`src/rtl/unidade_controle_jogada.sv`:
```
// Turn controller for the macro/micro board game: button capture, move validation, write and turn handover.
// Optional build macro UCJ_TIMEOUT_EN adds a per-turn timeout that passes the turn to the other player.
module unidade_controle_jogada #(
  parameter int TIMEOUT_CICLOS = 5000
) (
  input  logic       clock,
  input  logic       reset,
  input  logic       iniciar,
  input  logic [8:0] botoes,
  input  logic       macro_livre,
  input  logic       micro_livre,
  input  logic       fim_jogo,
  output logic [3:0] macro_sel,
  output logic [3:0] micro_sel,
  output logic       limpa,
  output logic       escreve,
  output logic       jogador,
  output logic       jogar_macro,
  output logic       jogar_micro,
  output logic       pronto,
  output logic [3:0] db_estado,
  output logic       db_timeout
);

  typedef enum logic [3:0] {
    INICIAL      = 4'd0,
    PREPARA      = 4'd1,
    ESPERA_MACRO = 4'd2,
    VALIDA_MACRO = 4'd3,
    ESPERA_MICRO = 4'd4,
    VALIDA_MICRO = 4'd5,
    ESCREVE      = 4'd6,
    VERIFICA     = 4'd7,
    TROCA        = 4'd8,
    CHECA_PROX   = 4'd9,
    FIM          = 4'd15
  } estado_t;

  estado_t    estado_q, estado_d;
  logic [3:0] macro_sel_q, macro_sel_d;
  logic [3:0] micro_sel_q, micro_sel_d;
  logic       jogador_q, jogador_d;
  logic [8:0] bot_s1_q, bot_s2_q, bot_hist_q;
  logic       onehot, press_ok, tmo;
  logic [3:0] press_idx;

  // Buttons are asynchronous: two-flop synchronizer, then a history stage for edge detection.
  always_ff @(posedge clock or negedge reset) begin
    if (!reset) begin
      bot_s1_q   <= '0;
      bot_s2_q   <= '0;
      bot_hist_q <= '0;
    end else begin
      bot_s1_q   <= botoes;
      bot_s2_q   <= bot_s1_q;
      bot_hist_q <= bot_s2_q;
    end
  end

  assign onehot   = (bot_s2_q != '0) && ((bot_s2_q & (bot_s2_q - 9'd1)) == '0);
  assign press_ok = onehot && (bot_hist_q == '0);

  always_comb begin
    press_idx = 4'd0;
    for (int k = 0; k < 9; k++) begin
      if (bot_s2_q[k]) press_idx = 4'(k);
    end
  end

`ifdef UCJ_TIMEOUT_EN
  localparam int CNT_W = (TIMEOUT_CICLOS > 1) ? $clog2(TIMEOUT_CICLOS) : 1;
  logic [CNT_W-1:0] cnt_q, cnt_d;
  logic             esperando;

  assign esperando = (estado_q == ESPERA_MACRO) || (estado_q == ESPERA_MICRO);
  assign tmo       = esperando && !press_ok && (cnt_q == CNT_W'(TIMEOUT_CICLOS - 1));
  // Any cycle outside the waiting states leaves the counter at zero, so entry starts a fresh turn.
  assign cnt_d     = (esperando && !press_ok && !tmo) ? cnt_q + 1'b1 : '0;

  always_ff @(posedge clock or negedge reset) begin
    if (!reset) cnt_q <= '0;
    else        cnt_q <= cnt_d;
  end
`else
  assign tmo = 1'b0;
`endif

  always_ff @(posedge clock or negedge reset) begin
    if (!reset) begin
      estado_q    <= INICIAL;
      macro_sel_q <= 4'd0;
      micro_sel_q <= 4'd0;
      jogador_q   <= 1'b0;
    end else begin
      estado_q    <= estado_d;
      macro_sel_q <= macro_sel_d;
      micro_sel_q <= micro_sel_d;
      jogador_q   <= jogador_d;
    end
  end

  always_comb begin
    estado_d    = estado_q;
    macro_sel_d = macro_sel_q;
    micro_sel_d = micro_sel_q;
    jogador_d   = jogador_q;
    unique case (estado_q)
      INICIAL:      if (iniciar) estado_d = PREPARA;
      PREPARA: begin
        jogador_d = 1'b0;
        estado_d  = ESPERA_MACRO;
      end
      ESPERA_MACRO: begin
        if (press_ok) begin
          macro_sel_d = press_idx;
          estado_d    = VALIDA_MACRO;
        end else if (tmo) begin
          jogador_d = ~jogador_q;
        end
      end
      VALIDA_MACRO: estado_d = macro_livre ? ESPERA_MICRO : ESPERA_MACRO;
      ESPERA_MICRO: begin
        if (press_ok) begin
          micro_sel_d = press_idx;
          estado_d    = VALIDA_MICRO;
        end else if (tmo) begin
          jogador_d = ~jogador_q;
        end
      end
      VALIDA_MICRO: estado_d = micro_livre ? ESCREVE : ESPERA_MICRO;
      ESCREVE:      estado_d = VERIFICA;
      VERIFICA:     estado_d = fim_jogo ? FIM : TROCA;
      TROCA: begin
        // The cell just played names the macro the opponent is sent to.
        jogador_d   = ~jogador_q;
        macro_sel_d = micro_sel_q;
        estado_d    = CHECA_PROX;
      end
      CHECA_PROX:   estado_d = macro_livre ? ESPERA_MICRO : ESPERA_MACRO;
      FIM:          if (iniciar) estado_d = PREPARA;
      default:      estado_d = INICIAL;
    endcase
  end

  assign macro_sel   = macro_sel_q;
  assign micro_sel   = micro_sel_q;
  assign jogador     = jogador_q;
  assign limpa       = (estado_q == PREPARA);
  assign escreve     = (estado_q == ESCREVE);
  assign jogar_macro = (estado_q == ESPERA_MACRO);
  assign jogar_micro = (estado_q == ESPERA_MICRO);
  assign pronto      = (estado_q == FIM);
  assign db_estado   = estado_q;
  assign db_timeout  = tmo;

endmodule

```
`config.mk`:
```
export PLATFORM = sky130hd
export DESIGN_NAME = unidade_controle_jogada
export DESIGN_NICKNAME = d
export VERILOG_FILES = /design/src/rtl/unidade_controle_jogada.sv
export SDC_FILE = /design/constraint.sdc
export NUM_CORES = 1
export LEC_CHECK = 0
export ABC_AREA = 0
export CORE_MARGIN = 3
export CORE_UTILIZATION = 49
export CTS_CLUSTER_SIZE = 40
export DETAILED_ROUTE_END_ITERATION = 10
export GPL_ROUTABILITY_DRIVEN = 0
export PLACE_DENSITY = 0.77
export SLEW_MARGIN = 20
export SYNTH_ARGS = -nofsm -noshare
export SYNTH_HDL_FRONTEND = slang
export SYNTH_SLANG_ARGS = --single-unit
export TNS_END_PERCENT = 1
```
`constraint.sdc`:
```
create_clock -name clock -period 3.31 [get_ports clock]
set_input_delay 0.331 -clock clock [delete_from_list [all_inputs] [get_ports clock]]
set_output_delay 0.331 -clock clock [all_outputs]
set_load 0.01 [all_outputs]
```
Word-level counts from Yosys, hierarchy flattened. Cells that the tools add are included.

Register bits: 40. Output and inout port bits: 19. Logic and storage cells: 54. Input port bits: 15.

Bitwise operators: 2. Muxes and demuxes: 18. Add/subtract/negate cells: 1. Equality and inequality tests: 13. Reduce and logical (&&, ||, !) cells: 13.

Operator list (count): 4-bit 2-to-1 mux (11); 4-bit one-hot mux with 9 select lines (1); 9-bit zero test (2); 4-bit by 3-bit equality test with 1-bit output, second input constant (4); 4-bit equality test, second input constant (3); 9-bit bitwise AND (1); 9-bit nonzero test (1); 9-bit by 1-bit subtractor with 9-bit output, second input constant (1); 4-bit by 2-bit equality test with 1-bit output, second input constant (2); 4-bit one-hot mux with 2 select lines (1); 3-bit 2-to-1 mux (2); 2-bit by 1-bit != test with 1-bit output, second input constant (3); 4-bit by 1-bit equality test with 1-bit output, second input constant (1); 4-bit zero test (1); 2-bit AND reduction (2); 2-bit nonzero test (2); 2-bit OR reduction (2); 3-bit AND reduction (1); 1-bit logical AND (2); 2-bit 2-to-1 mux (1); 1-bit one-hot mux with 2 select lines (1); 1-bit 2-to-1 mux (1); 1-bit inverter (1).

Logic depth before layout (Yosys ltp).
Word-level depth: 10. Mapped depth: 7. Mapped depth without buffers: 6.

Worst setup path before layout. Ideal clock, no wire load.

Path type: register -> register. From: register bot_s2_q[3]. To: register estado_q[2], in the netlist db_estado[2]. Data required time: 3.182 ns. Cell stages (with the launch flop): 7. Arrival time: 2.224 ns. Setup slack: 0.958 ns. Clock period less this slack: 2.352 ns. Library setup time: 0.128 ns. Path buffers: 0. Cells stage by stage: dfrtp_1 > or4_4 > or3_4 > o311ai_4 > a31oi_1 > nor2_2 > mux2_1.

Longest elaborated chain between the ends: 7. Elaborated cells on any way between the ends: 9. Classes of those cells: add/sub: 1; eq/ne: 2; bitwise: 1; reduce/logical: 5.

RTL lines: start, declared (line 43) `logic [8:0] bot_s1_q, bot_s2_q, bot_hist_q;`; start signal, assigned (line 55) `bot_s2_q <= bot_s1_q;`; 9-bit by 1-bit subtractor with 9-bit output (line 60) `assign onehot = (bot_s2_q != '0) && ((bot_s2_q & (bot_s2_q - 9'd1)) == '0);`; 9-bit bitwise AND (line 60); 9-bit zero test (line 60); 1-bit logical AND * (line 60); 1-bit logical AND * (line 61) `assign press_ok = onehot && (bot_hist_q == '0);`; 2-bit by 1-bit != test with 1-bit output (no source line); 3-bit AND reduction (no source line) *; end signal, assigned (line 95) `estado_q <= estado_d;`; end, declared (line 39) `estado_t estado_q, estado_d;`.

Every way passes the cells marked *; elsewhere a longest branch is shown, timed or not. A chain may end at the register's enable or synchronous reset.

Worst setup path after layout.
From: register estado_q[3], in the netlist db_estado[3]. To: output jogar_micro.

Longest elaborated chain between the ends: 1.

RTL lines: 4-bit by 3-bit equality test with 1-bit output (line 151) `assign jogar_micro = (estado_q == ESPERA_MICRO);`; end, declared (line 19) `output logic jogar_micro,`.

Every way passes these cells.

==> load_flow_metrics.sql <==
INSERT INTO impl_metrics (metric_group, metric, value, unit) VALUES
('setup_path', 'critPathArrivalTime', '2210', 'ps'),
('die', 'num_io_pins', '34', ''),
('placement', 'dp.final_hpwl', '2250', 'um'),
('detailed_routing', 'routed_wire_length_per_instance', '14.6', 'um'),
('power', 'cellPowerDensity', '582', 'nW/um2'),
('clock_tree', 'clk-insertion-delay-late', '340', 'ps'),
('clock_tree', 'cts_post_setup_buffers_inserted', '0', ''),
('synth', 'yosys.cell_types.count', '39', ''),
('detailed_routing', 'firstDrtPassIters', '4', ''),
('global_route', 'first_global_vias', '1177', ''),
('setup_path', 'cp.required', '2980', 'ps'),
('timing', 'fin_worst_skew', '11.5', 'ps'),
('timing', 'hold_violations', '0', ''),
('run', 'maxCapViolations', '0', ''),
('final_layout', 'layout.nets', '183', ''),
('final_layout', 'layout.cells.most_common', 'sky130_fd_sc_hd__dfrtp_1', ''),
('min_path', 'class_of_the_most_critical_hold_timing_path', 'in2async', ''),
('setup_path', 'critPathKind', 'reg2out', ''),
('synth', 'synth_sequential_area_ratio', '0.622', ''),
('placement', 'numPortBuffers', '32', ''),
('synth', 'synth.ff_latch_count', '40', ''),
('final_layout', 'fillers', '267', ''),
('clock_tree', 'cts_repair_resizes', '0', ''),
('timing', 'transition_time_at_the_pin_with_the_least_slew_margin', '912', 'ps'),
('synth', 'post_synth_inst_count', '134', ''),
('timing', 'post-route-period-util', '0.768', ''),
('setup_path', 'cp-start-kind', 'register', ''),
('die', 'start_util', '0.519', ''),
('clock_tree', 'cts.hold.buffers_added', '0', ''),
('detailed_routing', 'antenna_left', '0', ''),
('detailed_routing', 'vias_per_cell', '5.42', ''),
('timing', 'max_slew_vio_count', '0', ''),
('timing', 'layout_min_cycle_time', '2540', 'ps'),
('die', 'coreArea', '3100', 'um2'),
('synth', 'synthesis.nets', '149', ''),
('synth', 'postSynth.asyncResetShare', '1.00', ''),
('die', 'die_w', '63.3', 'um'),
('detailed_routing', 'first_iter_violations', '119', ''),
('clock_tree', 'cts_tree', 'yes', ''),
('global_route', 'grt_antenna_before_repair', '0', ''),
('synth', 'synthesis.area', '1610', 'um2'),
('timing', 'rsz0062_at_grt', 'no', ''),
('clock_tree', 'clock_sinks', '40', ''),
('synth', 'avgSynthCellArea', '12.0', 'um2'),
('detailed_routing', 'via_count', '1154', ''),
('global_route', 'globalRouteOverflowTotal', '0', ''),
('power', 'leakage', '0.000865', 'uW'),
('final_layout', 'layout-drive-gt1-share', '0.107', ''),
('timing', 'headroom_to_the_max_slew_limit', '0.387', ''),
('synth', 'synth-edff-count', '0', ''),
('die', 'floorplan.die.height', '63.3', 'um'),
('final_layout', 'mostFrequentLayoutCells', 'sky130_fd_sc_hd__dfrtp_1 (40), sky130_fd_sc_hd__clkdlybuf4s50_1 (31), sky130_fd_sc_hd__nand2_1 (12), sky130_fd_sc_hd__nor2_1 (12), sky130_fd_sc_hd__nand3_1 (6)', ''),
('clock_tree', 'ctsLongestPathBuffers', '2', ''),
('setup_path', 'worst-r2r-setup-slack', '790', 'ps'),
('global_route', 'grt_total_usage', '0.175', ''),
('clock_tree', 'clock_tree.root_cell', 'sky130_fd_sc_hd__clkbuf_4', ''),
('global_route', 'grt_max_degree', '41', ''),
('timing', 'setup_viol_count_final', '0', ''),
('run_status', 'outcome', 'completed', ''),
('synth', 'dominantRegCellSynth', 'sky130_fd_sc_hd__dfrtp_1', ''),
('global_route', 'first_pass_grt_wire_length', '5380', 'um'),
('timing', 'fmax', '0.394', 'GHz'),
('power', 'peakVddDrop', '0.000282', 'V'),
('final_layout', 'insertedDiodeCount', '0', ''),
('clock_tree', 'tritoncts_buffer_count', '5', ''),
('final_layout', 'area_delta_synth_final', '25.3', '%'),
('setup_path', 'path_max_fanout', '13', ''),
('clock_tree', 'path_clk_slew', '110', 'ps'),
('die', 'fp-row-count', '20', ''),
('synth', 'synth.yosys.warnings', '0', ''),
('detailed_routing', 'wl', '3110', 'um'),
('detailed_routing', 'drc', '0', ''),
('placement', 'detailed_place.area', '1960', 'um2'),
('final_layout', 'finish.instance_area', '2020', 'um2'),
('setup_path', 'critical_path.endpoint_type', 'output port', ''),
('timing', 'setup_tns', '0', 'ps'),
('clock_tree', 'ctsHtreeMaxLevel', '2', ''),
('die', 'die-area', '4010', 'um2');
-- metrics by stage --
step                      hold slack (ps)  total power, uW  instances  utilization  worst slack (ps)
after detailed placement              336              945        205        0.631               823
after global placement                332              925        205        0.631               920
after CTS                            99.6             1190        213        0.650               788
final                                67.1             1170        213        0.650               769
after floorplan                      35.4              795        134            -               958
after global routing                  146             1250        213        0.650               641
-- worst paths after layout --
| path | from | end | cells after the start |
|---|---|---|---|
| max | db_estado[3]$_DFFE_PN0P_ | jogar_micro | 3 |
| min reg2reg | bot_s1_q[1]$_DFF_PN0_ | bot_s2_q[1]$_DFF_PN0_ | 0 |
| min in group clock | bot_s1_q[1]$_DFF_PN0_ | bot_s2_q[1]$_DFF_PN0_ | 0 |
| max reg2reg | bot_s2_q[3]$_DFF_PN0_ | db_estado[2]$_DFFE_PN0P_ | 6 |
| min | reset | jogador$_DFFE_PN0P_ | 1 |
| max in group asynchronous | reset | bot_s2_q[8]$_DFF_PN0_ | 1 |
-- per-layer routing --
metal	global-route usage	up-vias	wire length, um	share of wire
met5	0	-	0	0
met4	0.111	0	99	0.032
met3	0.0481	9	172	0.055
met2	0.292	31	1580	0.51
met1	0.195	566	1260	0.40
li1	-	548	-	-
-- worst max-delay path: stages (launching register included) --
cell and delay [ps]:
sky130_fd_sc_hd__dfrtp_1 540, sky130_fd_sc_hd__nand2b_1 230, sky130_fd_sc_hd__nor3_1 450, sky130_fd_sc_hd__clkdlybuf4s50_1 640
-- flip-flops by register name, indices dropped and copies added, names as in the netlist --
| register | count |
|---|---|
| jogador | 1 |
| bot_s2_q | 9 |
| bot_s1_q | 9 |
| micro_sel | 4 |
| db_estado | 4 |
| macro_sel | 4 |
| bot_hist_q | 9 |
-- synthesized netlist by cell type, drive strengths merged, types with 4 or more instances --
master,count,area share
dfrtp,40,0.62
nor2,13,0.032
nand2,12,0.028
nand3,6,0.019
o21ai,6,0.019
a21oi,5,0.016
mux2,5,0.042
o211ai,5,0.023
clkbuf,4,0.0093
-- power breakdown --
| part | total, uW | leakage, uW | switching, uW | internal [uW] |
|---|---|---|---|---|
| Combinational | 317 | 0.000343 | 148 | 169 |
| Sequential | 617 | 0.000489 | 87.4 | 529 |
| Clock | 241 | 0.0000326 | 136 | 105 |
| Total | 1170 | 0.000865 | 371 | 803 |
-- logic make-up (layout without fill, tap and decap cells) --
logic type / count (synthesis) / in the layout / share of synthesized area
multiplexers: 5 / 5 / 0.0420
AO/OA/AOI/OAI: 28 / 28 / 0.126
buffers and inverters: 8 / 43 / 0.0210
flip-flops: 40 / 40 / 0.622
other: 1 / 1 / 0.00233
XOR/XNOR: 1 / 1 / 0.00544
AND/OR/NAND/NOR: 51 / 51 / 0.182
-- cell type report --
class	instances	area (um2)	share of cell area
multi-input cells	86	576	0.285
inverters	3	11.3	0.00558
repair buffers	32	315	0.156
well taps	44	55.1	0.0273
clock buffers	8	58.8	0.0292
flip-flops and latches	40	1000	0.496
(Power assumes the default switching activity.)
